### src/rtl/pll_lock_sequencer_if.sv
// pll_lock_sequencer_if: PLL lock/enable inputs and power/status outputs of the lock sequencer.
interface pll_lock_sequencer_if;
  logic       PLL_LOCK;
  logic       ENABLE;
  logic       POWERDOWN_N;
  logic       OUTx_EN;
  logic       READY;
  logic       FAULT;
  logic [2:0] RETRY_CNT;
  logic [2:0] STATE;
  modport master (
    output PLL_LOCK, ENABLE,
    input  POWERDOWN_N, OUTx_EN, READY, FAULT, RETRY_CNT, STATE
  );
  modport slave (
    input  PLL_LOCK, ENABLE,
    output POWERDOWN_N, OUTx_EN, READY, FAULT, RETRY_CNT, STATE
  );
endinterface

### src/rtl/pll_lock_sequencer.sv
// pll_lock_sequencer: powers up a PLL, waits for lock, enables its outputs and retries on timeout.
// Optional lock debounce filter is built when PLL_SEQ_LOCK_DEBOUNCE_EN is defined.
module pll_lock_sequencer #(
  parameter int PWRUP_CYCLES    = 256,
  parameter int LOCK_TIMEOUT    = 65535,
  parameter int EN_WAIT_CYCLES  = 32000,
  parameter int DIS_WAIT_CYCLES = 32000,
  parameter int MAX_RETRIES     = 3,
  parameter int DEBOUNCE_CYCLES = 8
) (
  input logic                    FREF,
  input logic                    RESET_N,
  pll_lock_sequencer_if.slave    pll
);
  typedef enum logic [2:0] {
    S_IDLE = 3'd0, S_PWRUP, S_LOCKWAIT, S_ENWAIT, S_RUN, S_DISWAIT, S_PDRETRY, S_FAIL
  } state_e;
  // Zero-length phases are treated as one cycle so every phase has a reachable end count.
  localparam logic [15:0] PW_END  = 16'((PWRUP_CYCLES    < 1 ? 1 : PWRUP_CYCLES)    - 1);
  localparam logic [15:0] LT_END  = 16'((LOCK_TIMEOUT    < 1 ? 1 : LOCK_TIMEOUT)    - 1);
  localparam logic [15:0] EN_END  = 16'((EN_WAIT_CYCLES  < 1 ? 1 : EN_WAIT_CYCLES)  - 1);
  localparam logic [15:0] DIS_END = 16'((DIS_WAIT_CYCLES < 1 ? 1 : DIS_WAIT_CYCLES) - 1);
  localparam logic [2:0]  MAX_R   = 3'(MAX_RETRIES);
  if (MAX_RETRIES < 0 || MAX_RETRIES > 7) begin : g_bad_retries
    $error("MAX_RETRIES must be in 0..7");
  end
  if (DEBOUNCE_CYCLES < 1 || DEBOUNCE_CYCLES > 255) begin : g_bad_debounce
    $error("DEBOUNCE_CYCLES must be in 1..255");
  end
  state_e      state_q, state_d;
  logic [15:0] cnt_q;
  logic [2:0]  retry_q, retry_d;
  logic        lock_m_q, lock_s_q, lock_f;
  logic        pd_q, oe_q, rdy_q, flt_q;
`ifdef PLL_SEQ_LOCK_DEBOUNCE_EN
  localparam logic [7:0] DB_END = 8'(DEBOUNCE_CYCLES - 1);
  logic [7:0] db_q;
  always_ff @(posedge FREF or negedge RESET_N)
    if (!RESET_N) db_q <= '0;
    else db_q <= !lock_s_q ? 8'd0 : (db_q == DB_END ? db_q : db_q + 8'd1);
  // Rises once lock_s has been high DEBOUNCE_CYCLES cycles, drops with lock_s.
  assign lock_f = lock_s_q && (db_q == DB_END);
`else
  assign lock_f = lock_s_q;
`endif
  always_comb begin
    state_d = state_q;
    case (state_q)
      S_IDLE:     state_d = pll.ENABLE ? S_PWRUP : S_IDLE;
      S_PWRUP:    state_d = !pll.ENABLE ? S_IDLE : (cnt_q == PW_END ? S_LOCKWAIT : S_PWRUP);
      S_LOCKWAIT: state_d = !pll.ENABLE ? S_IDLE : lock_f ? S_ENWAIT :
                            cnt_q != LT_END ? S_LOCKWAIT :
                            (retry_q < MAX_R ? S_PDRETRY : S_FAIL);
      S_ENWAIT:   state_d = (!pll.ENABLE || !lock_f) ? S_DISWAIT :
                            (cnt_q == EN_END ? S_RUN : S_ENWAIT);
      S_RUN:      state_d = (!pll.ENABLE || !lock_f) ? S_DISWAIT : S_RUN;
      S_DISWAIT:  state_d = cnt_q != DIS_END ? S_DISWAIT : (pll.ENABLE ? S_LOCKWAIT : S_IDLE);
      S_PDRETRY:  state_d = !pll.ENABLE ? S_IDLE : (cnt_q == PW_END ? S_PWRUP : S_PDRETRY);
      default:    state_d = pll.ENABLE ? S_FAIL : S_IDLE;
    endcase
    retry_d = (state_d == S_IDLE || state_d == S_RUN) ? 3'd0 :
              (state_q == S_LOCKWAIT && state_d == S_PDRETRY) ? retry_q + 3'd1 : retry_q;
  end
  // Outputs are decoded from the next state so they switch on the same edge as STATE.
  always_ff @(posedge FREF or negedge RESET_N)
    if (!RESET_N) begin
      state_q  <= S_IDLE;
      cnt_q    <= '0;
      retry_q  <= '0;
      lock_m_q <= 1'b0;
      lock_s_q <= 1'b0;
      pd_q     <= 1'b0;
      oe_q     <= 1'b0;
      rdy_q    <= 1'b0;
      flt_q    <= 1'b0;
    end else begin
      state_q  <= state_d;
      cnt_q    <= (state_d != state_q) ? 16'd0 : cnt_q + 16'd1;
      retry_q  <= retry_d;
      lock_m_q <= pll.PLL_LOCK;
      lock_s_q <= lock_m_q;
      pd_q     <= state_d inside {S_PWRUP, S_LOCKWAIT, S_ENWAIT, S_RUN, S_DISWAIT};
      oe_q     <= state_d inside {S_ENWAIT, S_RUN};
      rdy_q    <= state_d == S_RUN;
      flt_q    <= state_d == S_FAIL;
    end
  assign pll.POWERDOWN_N = pd_q;
  assign pll.OUTx_EN     = oe_q;
  assign pll.READY       = rdy_q;
  assign pll.FAULT       = flt_q;
  assign pll.RETRY_CNT   = retry_q;
  assign pll.STATE       = state_q;
endmodule

### src/flat_wrapper.sv
// flat-port wrapper written by rule: the top's interface ports become plain ports
module pll_lock_sequencer_flat 
#(
  parameter int PWRUP_CYCLES    = 256,
  parameter int LOCK_TIMEOUT    = 65535,
  parameter int EN_WAIT_CYCLES  = 32000,
  parameter int DIS_WAIT_CYCLES = 32000,
  parameter int MAX_RETRIES     = 3,
  parameter int DEBOUNCE_CYCLES = 8
)
  (FREF, RESET_N, pll_PLL_LOCK, pll_ENABLE, pll_POWERDOWN_N, pll_OUTx_EN, pll_READY, pll_FAULT, pll_RETRY_CNT, pll_STATE);
  pll_lock_sequencer_if pll_i ();
  input logic FREF;
  input logic RESET_N;
  input wire logic [$bits(pll_i.PLL_LOCK)-1:0] pll_PLL_LOCK;
  input wire logic [$bits(pll_i.ENABLE)-1:0] pll_ENABLE;
  output wire logic [$bits(pll_i.POWERDOWN_N)-1:0] pll_POWERDOWN_N;
  output wire logic [$bits(pll_i.OUTx_EN)-1:0] pll_OUTx_EN;
  output wire logic [$bits(pll_i.READY)-1:0] pll_READY;
  output wire logic [$bits(pll_i.FAULT)-1:0] pll_FAULT;
  output wire logic [$bits(pll_i.RETRY_CNT)-1:0] pll_RETRY_CNT;
  output wire logic [$bits(pll_i.STATE)-1:0] pll_STATE;
  assign pll_i.PLL_LOCK = pll_PLL_LOCK;
  assign pll_i.ENABLE = pll_ENABLE;
  assign pll_POWERDOWN_N = pll_i.POWERDOWN_N;
  assign pll_OUTx_EN = pll_i.OUTx_EN;
  assign pll_READY = pll_i.READY;
  assign pll_FAULT = pll_i.FAULT;
  assign pll_RETRY_CNT = pll_i.RETRY_CNT;
  assign pll_STATE = pll_i.STATE;
  pll_lock_sequencer #(.PWRUP_CYCLES(PWRUP_CYCLES), .LOCK_TIMEOUT(LOCK_TIMEOUT), .EN_WAIT_CYCLES(EN_WAIT_CYCLES), .DIS_WAIT_CYCLES(DIS_WAIT_CYCLES), .MAX_RETRIES(MAX_RETRIES), .DEBOUNCE_CYCLES(DEBOUNCE_CYCLES)) u_core (.FREF(FREF), .RESET_N(RESET_N), .pll(pll_i));
endmodule
### config.mk
export PLATFORM = sky130hd
export DESIGN_NAME = pll_lock_sequencer_flat
export DESIGN_NICKNAME = d
export VERILOG_FILES = /design/src/rtl/pll_lock_sequencer_if.sv /design/src/rtl/pll_lock_sequencer.sv /design/src/flat_wrapper.sv
export SDC_FILE = /design/constraint.sdc
export NUM_CORES = 1
export LEC_CHECK = 0
export BUFFER_PORTS_ARGS = -buffer_cell sky130_fd_sc_hd__buf_2
export CAP_MARGIN = 20
export CORE_ASPECT_RATIO = 0.5
export CORE_MARGIN = 10
export CORE_UTILIZATION = 55
export DETAILED_ROUTE_END_ITERATION = 6
export PLACE_DENSITY = 0.74
export SLEW_MARGIN = 20
export SYNTH_ARGS = -nofsm -noshare
export SYNTH_HDL_FRONTEND = slang
export SYNTH_SLANG_ARGS = --single-unit
### constraint.sdc
create_clock -name FREF -period 2.9 [get_ports FREF]
set_clock_uncertainty 0.1 [all_clocks]
set_input_delay 0.29 -clock FREF [delete_from_list [all_inputs] [get_ports FREF]]
set_output_delay 0.29 -clock FREF [all_outputs]
set_load 0.005 [all_outputs]
### Word-level counts from Yosys, hierarchy flattened

Index checks and enable logic that the tools add are counted.
Widths: inputs -> output; s select.

* $add $sub $neg: 2
* multipliers: 0
* div/mod/pow operators: 0
* magnitude comparators: 1
* equality and inequality tests: 18
* shift operators: 0
* mux-type cells: 19
* bitwise gates (word level): 0
* reductions and logical operators: 10

Operators by type and width (count)
* $mux 3: 12
* $eq 3x3->1 const B: 7
* $pmux 3 s7: 1
* $add 16x1->16 const B: 1
* $eq 16x15->1 const B: 1
* $eq 16x8->1 const B: 1
* $mux 16: 1
* $ne 16x15->1 const B: 1
* $ne 16x16->1 const B: 1
* $eq 3x2->1 const B: 4
* $eq 3x1->1 const B: 2
* $logic_not 3->1: 2
* $reduce_bool 5->1: 1
* $mux 2: 2
* $reduce_bool 2->1: 2
* $add 3x1->3 const B: 1
* $lt 3x2->1 const B: 1
* $mux 1: 3
* $ne 3x3->1: 1
* $logic_not 1->1: 2
* $logic_or 1x1->1: 2
* $logic_and 1x1->1: 1

* bits in registers: 28
* bits in latches: 0
* RAM bits: 0
* bits in read-only memories: 0
* input bits: 4
* output and inout port bits: 10
* word-level logic and storage cells: 59
* memories: 0

### Longest topological paths before layout

Gate-level depths: netlist of the first run.

* word-level depth: 10
* gate-level depth with buffers: 9
* mapped depth without buffers: 8

### Worst setup path before layout of the first run

No wires, ideal clock.

* path type: register to register
* start point: register u_core.cnt_q[0]
* end point: register u_core.cnt_q[10]
* library setup time: 0.097 ns
* arrival time: 2.463 ns
* data required time: 2.703 ns
* setup slack: 0.240 ns
* stages on the path, launching flop included: 9
* path buffers: 1
* clock period less this slack: 2.660 ns
* path through: dfrtp_1 ha_1 and3_1 nand4_4 o31a_1 nor4_4 mux2_4 buf_6 nor4_2

* cells in the longest elaborated chain, start to end: 7
* elaborated cells between the ends (all ways): 18
* those cells by class: add/sub (1); eq/ne (5); mux (12)

Ends and longest elaborated chain
* from (decl): line pll_lock_sequencer.sv:31 `logic [15:0] cnt_q;`
* from (signal assigned): line pll_lock_sequencer.sv:78 `cnt_q <= (state_d != state_q) ? 16'd0 : cnt_q + 16'd1;`
* $ne 16x16->1: line pll_lock_sequencer.sv:52 `cnt_q != LT_END ? S_LOCKWAIT :`
* $mux 3: line pll_lock_sequencer.sv:52
* $mux 3 (2 in series): line pll_lock_sequencer.sv:51 `S_LOCKWAIT: state_d = !pll.ENABLE ? S_IDLE : lock_f ? S_ENWAIT :`
* $pmux 3 s7: line pll_lock_sequencer.sv:48 `case (state_q)`
* $ne 3x3->1: line pll_lock_sequencer.sv:78
* $mux 16 *: line pll_lock_sequencer.sv:78

Mark *: on every way between the ends. The rest lies on a longest branch, timed or not.
A chain may end at the register's enable or synchronous reset.

### Final worst setup path of the first run

* start point: register u_core.cnt_q[0]
* end point: register u_core.cnt_q[12]

Same word-level chain as after synthesis.

==> results.cfg, run 1 <==
[status]
outcome = completed

[cells_and_area]
fin_util_pct = 63.5
layout_commonest_cell = dfrtp_1
finalInstanceArea_sq_mm = 0.00192
final_cell_mix = 28 x dfrtp_1, 13 x nand2_1, 13 x buf_2
layout.nets = 193
largest_reg_flops = 16
synthToLayoutAreaGrowth_pct = 9.71
diodes = 0
nFillCells = 248
drive_gt1_share_pct = 24.5
regMostFlops = u_core.cnt_q

[clocking]
clkLatencyLatePin_ps = 280
numCtsBuffers = 3
cts_tree = built
cts.sinks = 28
clk_pin_slew_worst_paths_ps = 90
root_buffer = clkbuf_8
cts_max_level = 1
clockBufferDepth = 2

[synthesis]
syn-cell-area_sq_mm = 0.00175
synth_cell_type_count = 47
ys_dominant_reg_cell = dfrtp_1
syn-num-nets = 177
synth-edff-count = 0
ys_seq_area_share_pct = 40.0
synth-seq-cells = 28
netlist_instances = 170
avgSynthCellArea_sq_um = 10.3
ys_warn_count = 0
async_flop_share_pct = 100

[drt]
drc = 0
viasPerCell = 6.18
wirelength_microns = 3840
wl_per_cell_microns = 17.1
drtIter0Drc = 81
ant_nets = 0
dr.pass1.iters = 4
vias = 1384

[worst_setup_path]
arrival_ps = 2750
crit_type = register to register
crit_fanout = 16
worstSetupStartpointType = register
required_ps = 2980
end_kind = register

[sta]
setup_viol = 0
fmax_ghz = 0.374
max_slew_margin_pct = 57.2
hold_viol_final = 0
tns_ps = 0
period_minus_slack_ps = 2670
worst_pin_slew_ps = 643
slew_violations = 0
rsz0062_at_grt = no
period_share_pct = 92.2

[global_route]
grt_pass1_wl_microns = 6430
grt_overflow_total = 0
grt_max_degree = 29
grt_pass1_vias = 1394
grtUsageTotal_pct = 12.9
antenna_found_initial = 0

[run]
cap_violations = 0

[floorplanning]
dieArea_sq_mm = 0.00598
initial_core_util_pct = 57.8
die_height_microns = 59.9
core_sq_mm = 0.00303
ios = 14
die_x_microns = 99.8
fp-row-count = 14

[pwr]
power_switching_w = 0.000482
pwr_density_cell_mw_per_mm2 = 618
clkPwrFrac_pct = 18.1
p_leak_nw = 0.833
p_sw_share_pct = 40.6
cellInternalPower_w = 0.000705
comb_power_share_pct = 41.6
seqPwrFrac_pct = 40.3
peakVddDrop_v = 0.000387

[place]
place.port_buffers = 13
post-dp-hpwl_microns = 2630
placed_area_sq_mm = 0.00185
gp_congestion = 0.888

[hold_path]
hold_class = input port to register
==> logic make-up (layout without fill, tap and decap cells) <==
kind of cell,after synthesis,count (layout),share of synthesized area [%]
simple gates,88,88,35.8
flops,28,28,40.0
compound gates,19,19,8.35
xor+xnor,15,15,7.49
buf+inv,13,27,3.57
mux,4,4,2.64
fa+ha+maj,3,3,2.14
==> critical path, cell delays in order (launching register included) <==
cell and delay [ps]:
dfrtp_1 430, ha_2 270, and3_1 260, nand4_4 140, o31a_1 290, nor4_4 300, mux2_4 440, nor4b_1 330
==> cell usage after synthesis, drive strengths merged (4+ instances only) <==
cell type / count / share of area [%]
dfrtp: 28 / 40
and3: 7 / 2.5
xor2: 12 / 6.0
buf: 5 / 1.8
o21ai: 4 / 1.1
nor4: 19 / 11
and4: 4 / 2.1
nand3: 8 / 2.3
clkbuf: 5 / 1.1
nor3: 6 / 2.3
nor2: 9 / 1.9
nand2: 13 / 2.8
a21oi: 4 / 1.1
nand4: 7 / 3.4
==> path summary, 6_finish.rpt <==
path	startpoint	end	slack [ps]	cells past startpoint
max reg2reg	u_core.cnt_q[0]	u_core.cnt_q[12]	230	7
max	u_core.cnt_q[0]	u_core.cnt_q[12]	230	7
min	pll_PLL_LOCK	u_core.lock_m_q	10	1
max in group asynchronous	RESET_N	u_core.cnt_q[9]	1820	2
min in group asynchronous	RESET_N	u_core.cnt_q[5]	470	2
min reg2reg	u_core.lock_m_q	u_core.lock_f	260	0
==> layer usage <==
layer	vias to the layer above	track usage, %	wire [microns]
li1	669	-	-
met1	675	15.7	1720
met2	34	21.6	1820
met3	6	4.14	265
met4	0	3.45	38
met5	-	0	0
==> metrics by stage <==
step	worst slack, ps	power (W)	std cells	hold WS (ps)
after CTS	134	0.00120	222	9.21
after detailed placement	164	0.000971	218	240
after global routing	34.2	0.00126	224	5.17
after global placement	287	0.000969	218	227
final	227	0.00119	224	12.3
after floorplan	240	0.000847	170	-106
==> final cells by class <==
| cell class | instances | area (sq um) | area share, % |
|---|---|---|---|
| timing repair buffer | 21 | 128 | 6.64 |
| inverter | 3 | 11.3 | 0.586 |
| clock buffer | 3 | 41.3 | 2.15 |
| tap | 40 | 50.0 | 2.60 |
| multi-input combinational | 129 | 992 | 51.6 |
| sequential | 28 | 701 | 36.4 |
==> power groups by stage <==
stage | Clock (W) | Sequential, W | Combinational [W]
after global routing | 0.000233 | 0.000486 | 0.000537
after detailed placement | 0 | 0.000486 | 0.000485
after CTS | 0.000222 | 0.000480 | 0.000494
after floorplan | 0 | 0.000470 | 0.000376
final | 0.000214 | 0.000479 | 0.000494
after global placement | 0 | 0.000485 | 0.000484
==> timing repair <==
| action | in CTS | in global routing |
|---|---|---|
| hold endpoints to repair | 28 | 0 |
| buffers inserted | 0 | 2 |
| hold buffers | 1 | 0 |
| resized for setup | 0 | 1 |
| setup endpoints to repair | 0 | 3 |
(Power assumes the default switching activity.)
==> run 2: changes to the inputs <==
Settings changed: RECOVER_POWER from default to 50.
==> run 2 against run 1 <==
  * The flow now finishes with violations (max-capacitance violations, max-slew violations)
  * First-iteration DRC count is the same
  * Clock power is essentially flat
  * Largest cell class unchanged
  * Combinational power shrank 1%
  * Critical path depth is the same
  * Clock-buffer cell count is the same
  * Sequential cell count is the same
  * Worst setup slack gained 0.51 ps
  * Via count grew 0.58%
  * Worst hold slack is essentially flat
  * Total power shrank 0.37%
  * Utilization shrank 0.21 points
  * Non-clock buffer count is the same
==> results.cfg, run 2 (synthesized netlist as in run 1, its figures left out) <==
[sta]
setup_viol = 0
rsz0062_at_grt = no
fmax_ghz = 0.374
period_minus_slack_ps = 2670
max_slew_margin_pct = -2.95
slew_violations = 29
period_share_pct = 92.1
setup_ws_ps = 228
holdWs_ps = 12.2
tns_ps = 0
worst_pin_slew_ps = 1540
hold_viol_final = 0

[clocking]
numCtsBuffers = 3
root_buffer = clkbuf_8
clkLatencyLatePin_ps = 280
cts.sinks = 28
cts_max_level = 1
clockBufferDepth = 2
clk_pin_slew_worst_paths_ps = 90
cts_tree = built

[drt]
viasPerCell = 6.21
drtIter0Drc = 81
wirelength_microns = 3840
wl_per_cell_microns = 17.1
dr_wl_met3_microns = 252
routed.top_layer = met4
vias = 1392
ant_nets = 0
dr.pass1.iters = 4
drt-met1-wl_microns = 1740
drc = 0
met2_wirelength_microns = 1810

[cells_and_area]
largest_reg_flops = 16
finalInstanceArea_sq_mm = 0.00192
drive_gt1_share_pct = 21.7
fin_util_pct = 63.3
synthToLayoutAreaGrowth_pct = 9.35
layout.nets = 193
regMostFlops = u_core.cnt_q
nFillCells = 250
diodes = 0
layout_commonest_cell = dfrtp_1
final_cell_mix = 28 x dfrtp_1, 13 x nand2_1, 12 x xor2_1

[global_route]
grt_max_degree = 29
antenna_found_initial = 0
grt_pass1_vias = 1394
grtUsageTotal_pct = 12.9
grt_pass1_wl_microns = 6430
grt_overflow_total = 0

[place]
place.port_buffers = 13
post-place-ws_ps = 164
gp_congestion = 0.888
post-dp-hpwl_microns = 2630
placed_area_sq_mm = 0.00185

[worst_setup_path]
worstSetupStartpointType = register
required_ps = 2970
crit_path_cell_trace = ha_2 -> and3_1 -> nand4_4 -> o31a_1 -> nor4_4 -> mux2_4 -> nor4b_1
arrival_ps = 2750
r2r_cells = 7
crit_slowest_cell = mux2_4
crit_fanout = 16
slowest_delay_ps = 440
end_kind = register
crit_type = register to register

[floorplanning]
initial_core_util_pct = 57.8
ios = 14
die_height_microns = 59.9
die_x_microns = 99.8
dieArea_sq_mm = 0.00598
core_sq_mm = 0.00303
fp-row-count = 14

[pwr]
pwr_density_cell_mw_per_mm2 = 617
peakVddDrop_v = 0.000382
p_leak_nw = 0.817

[run]
cap_violations = 1

[status]
outcome = finished with violations
violations = max-capacitance violations, max-slew violations

[hold_path]
hold_depth = 1
hold_class = input port to register
## run 2: changes by cell type in the layout (fill, tap and decap cells not counted), sizes merged
cell / change
buf: -5
clkbuf: +5
## run 2: metrics by stage
| step | instances | power [W] |
|---|---|---|
| 2_1_floorplan | 170 | 0.000847 |
| 3_3_place_gp | 218 | 0.000969 |
| 3_5_place_dp | 218 | 0.000971 |
| 4_1_cts | 222 | 0.00120 |
| 5_1_grt | 224 | 0.00125 |
| 6_report | 224 | 0.00118 |
## run 2: power by group
part | total, W | switching [W] | internal [W]
Combinational | 0.000489 | 0.000316 | 0.000173
Sequential | 0.000480 | 0.0000458 | 0.000434
Clock | 0.000214 | 0.000121 | 0.0000936
## run 2: worst max-delay path, delay by kind of cell, from the launching register on
family | cells | cell delay (ps)
and+or+nand+nor | 4 | 1030
muxes | 1 | 440
DFF | 1 | 430
AOI/OAI and AO/OA | 1 | 290
adders and majority gates | 1 | 270
## run 2: final cells by class
class	instances	area, sq um	area share, %
multi-input cells	129	992	51.8
flip-flops and latches	28	701	36.6
repair buffers	21	121	6.33
well taps	40	50.0	2.61
clock buffers	3	41.3	2.15
inverters	3	11.3	0.587
## run 2: layer usage
layer / track usage, % / vias to the layer above
li1: - / 669
met1: 15.7 / 679
met2: 21.6 / 38
met3: 4.14 / 6
met4: 3.45 / 0
met5: 0 / -
## run 2: final timing paths
kind | slack, ps | startpoint | end
worst max-delay path | 230 | u_core.cnt_q[0] | u_core.cnt_q[12]
worst min-delay path | 10 | pll_PLL_LOCK | u_core.lock_m_q
worst max register to register | 230 | u_core.cnt_q[0] | u_core.cnt_q[12]
worst min register to register | 260 | u_core.lock_m_q | u_core.lock_f
max in group asynchronous | 980 | RESET_N | u_core.cnt_q[9]
min in group asynchronous | 820 | RESET_N | u_core.cnt_q[5]
## run 2: repair_timing
action / CTS / global route
setup buffers: 0 / 2
hold buffers: 1 / 0
endpoints found under the setup margin: 0 / 3
hold endpoints to repair: 28 / 0
gates resized for setup: 0 / 1
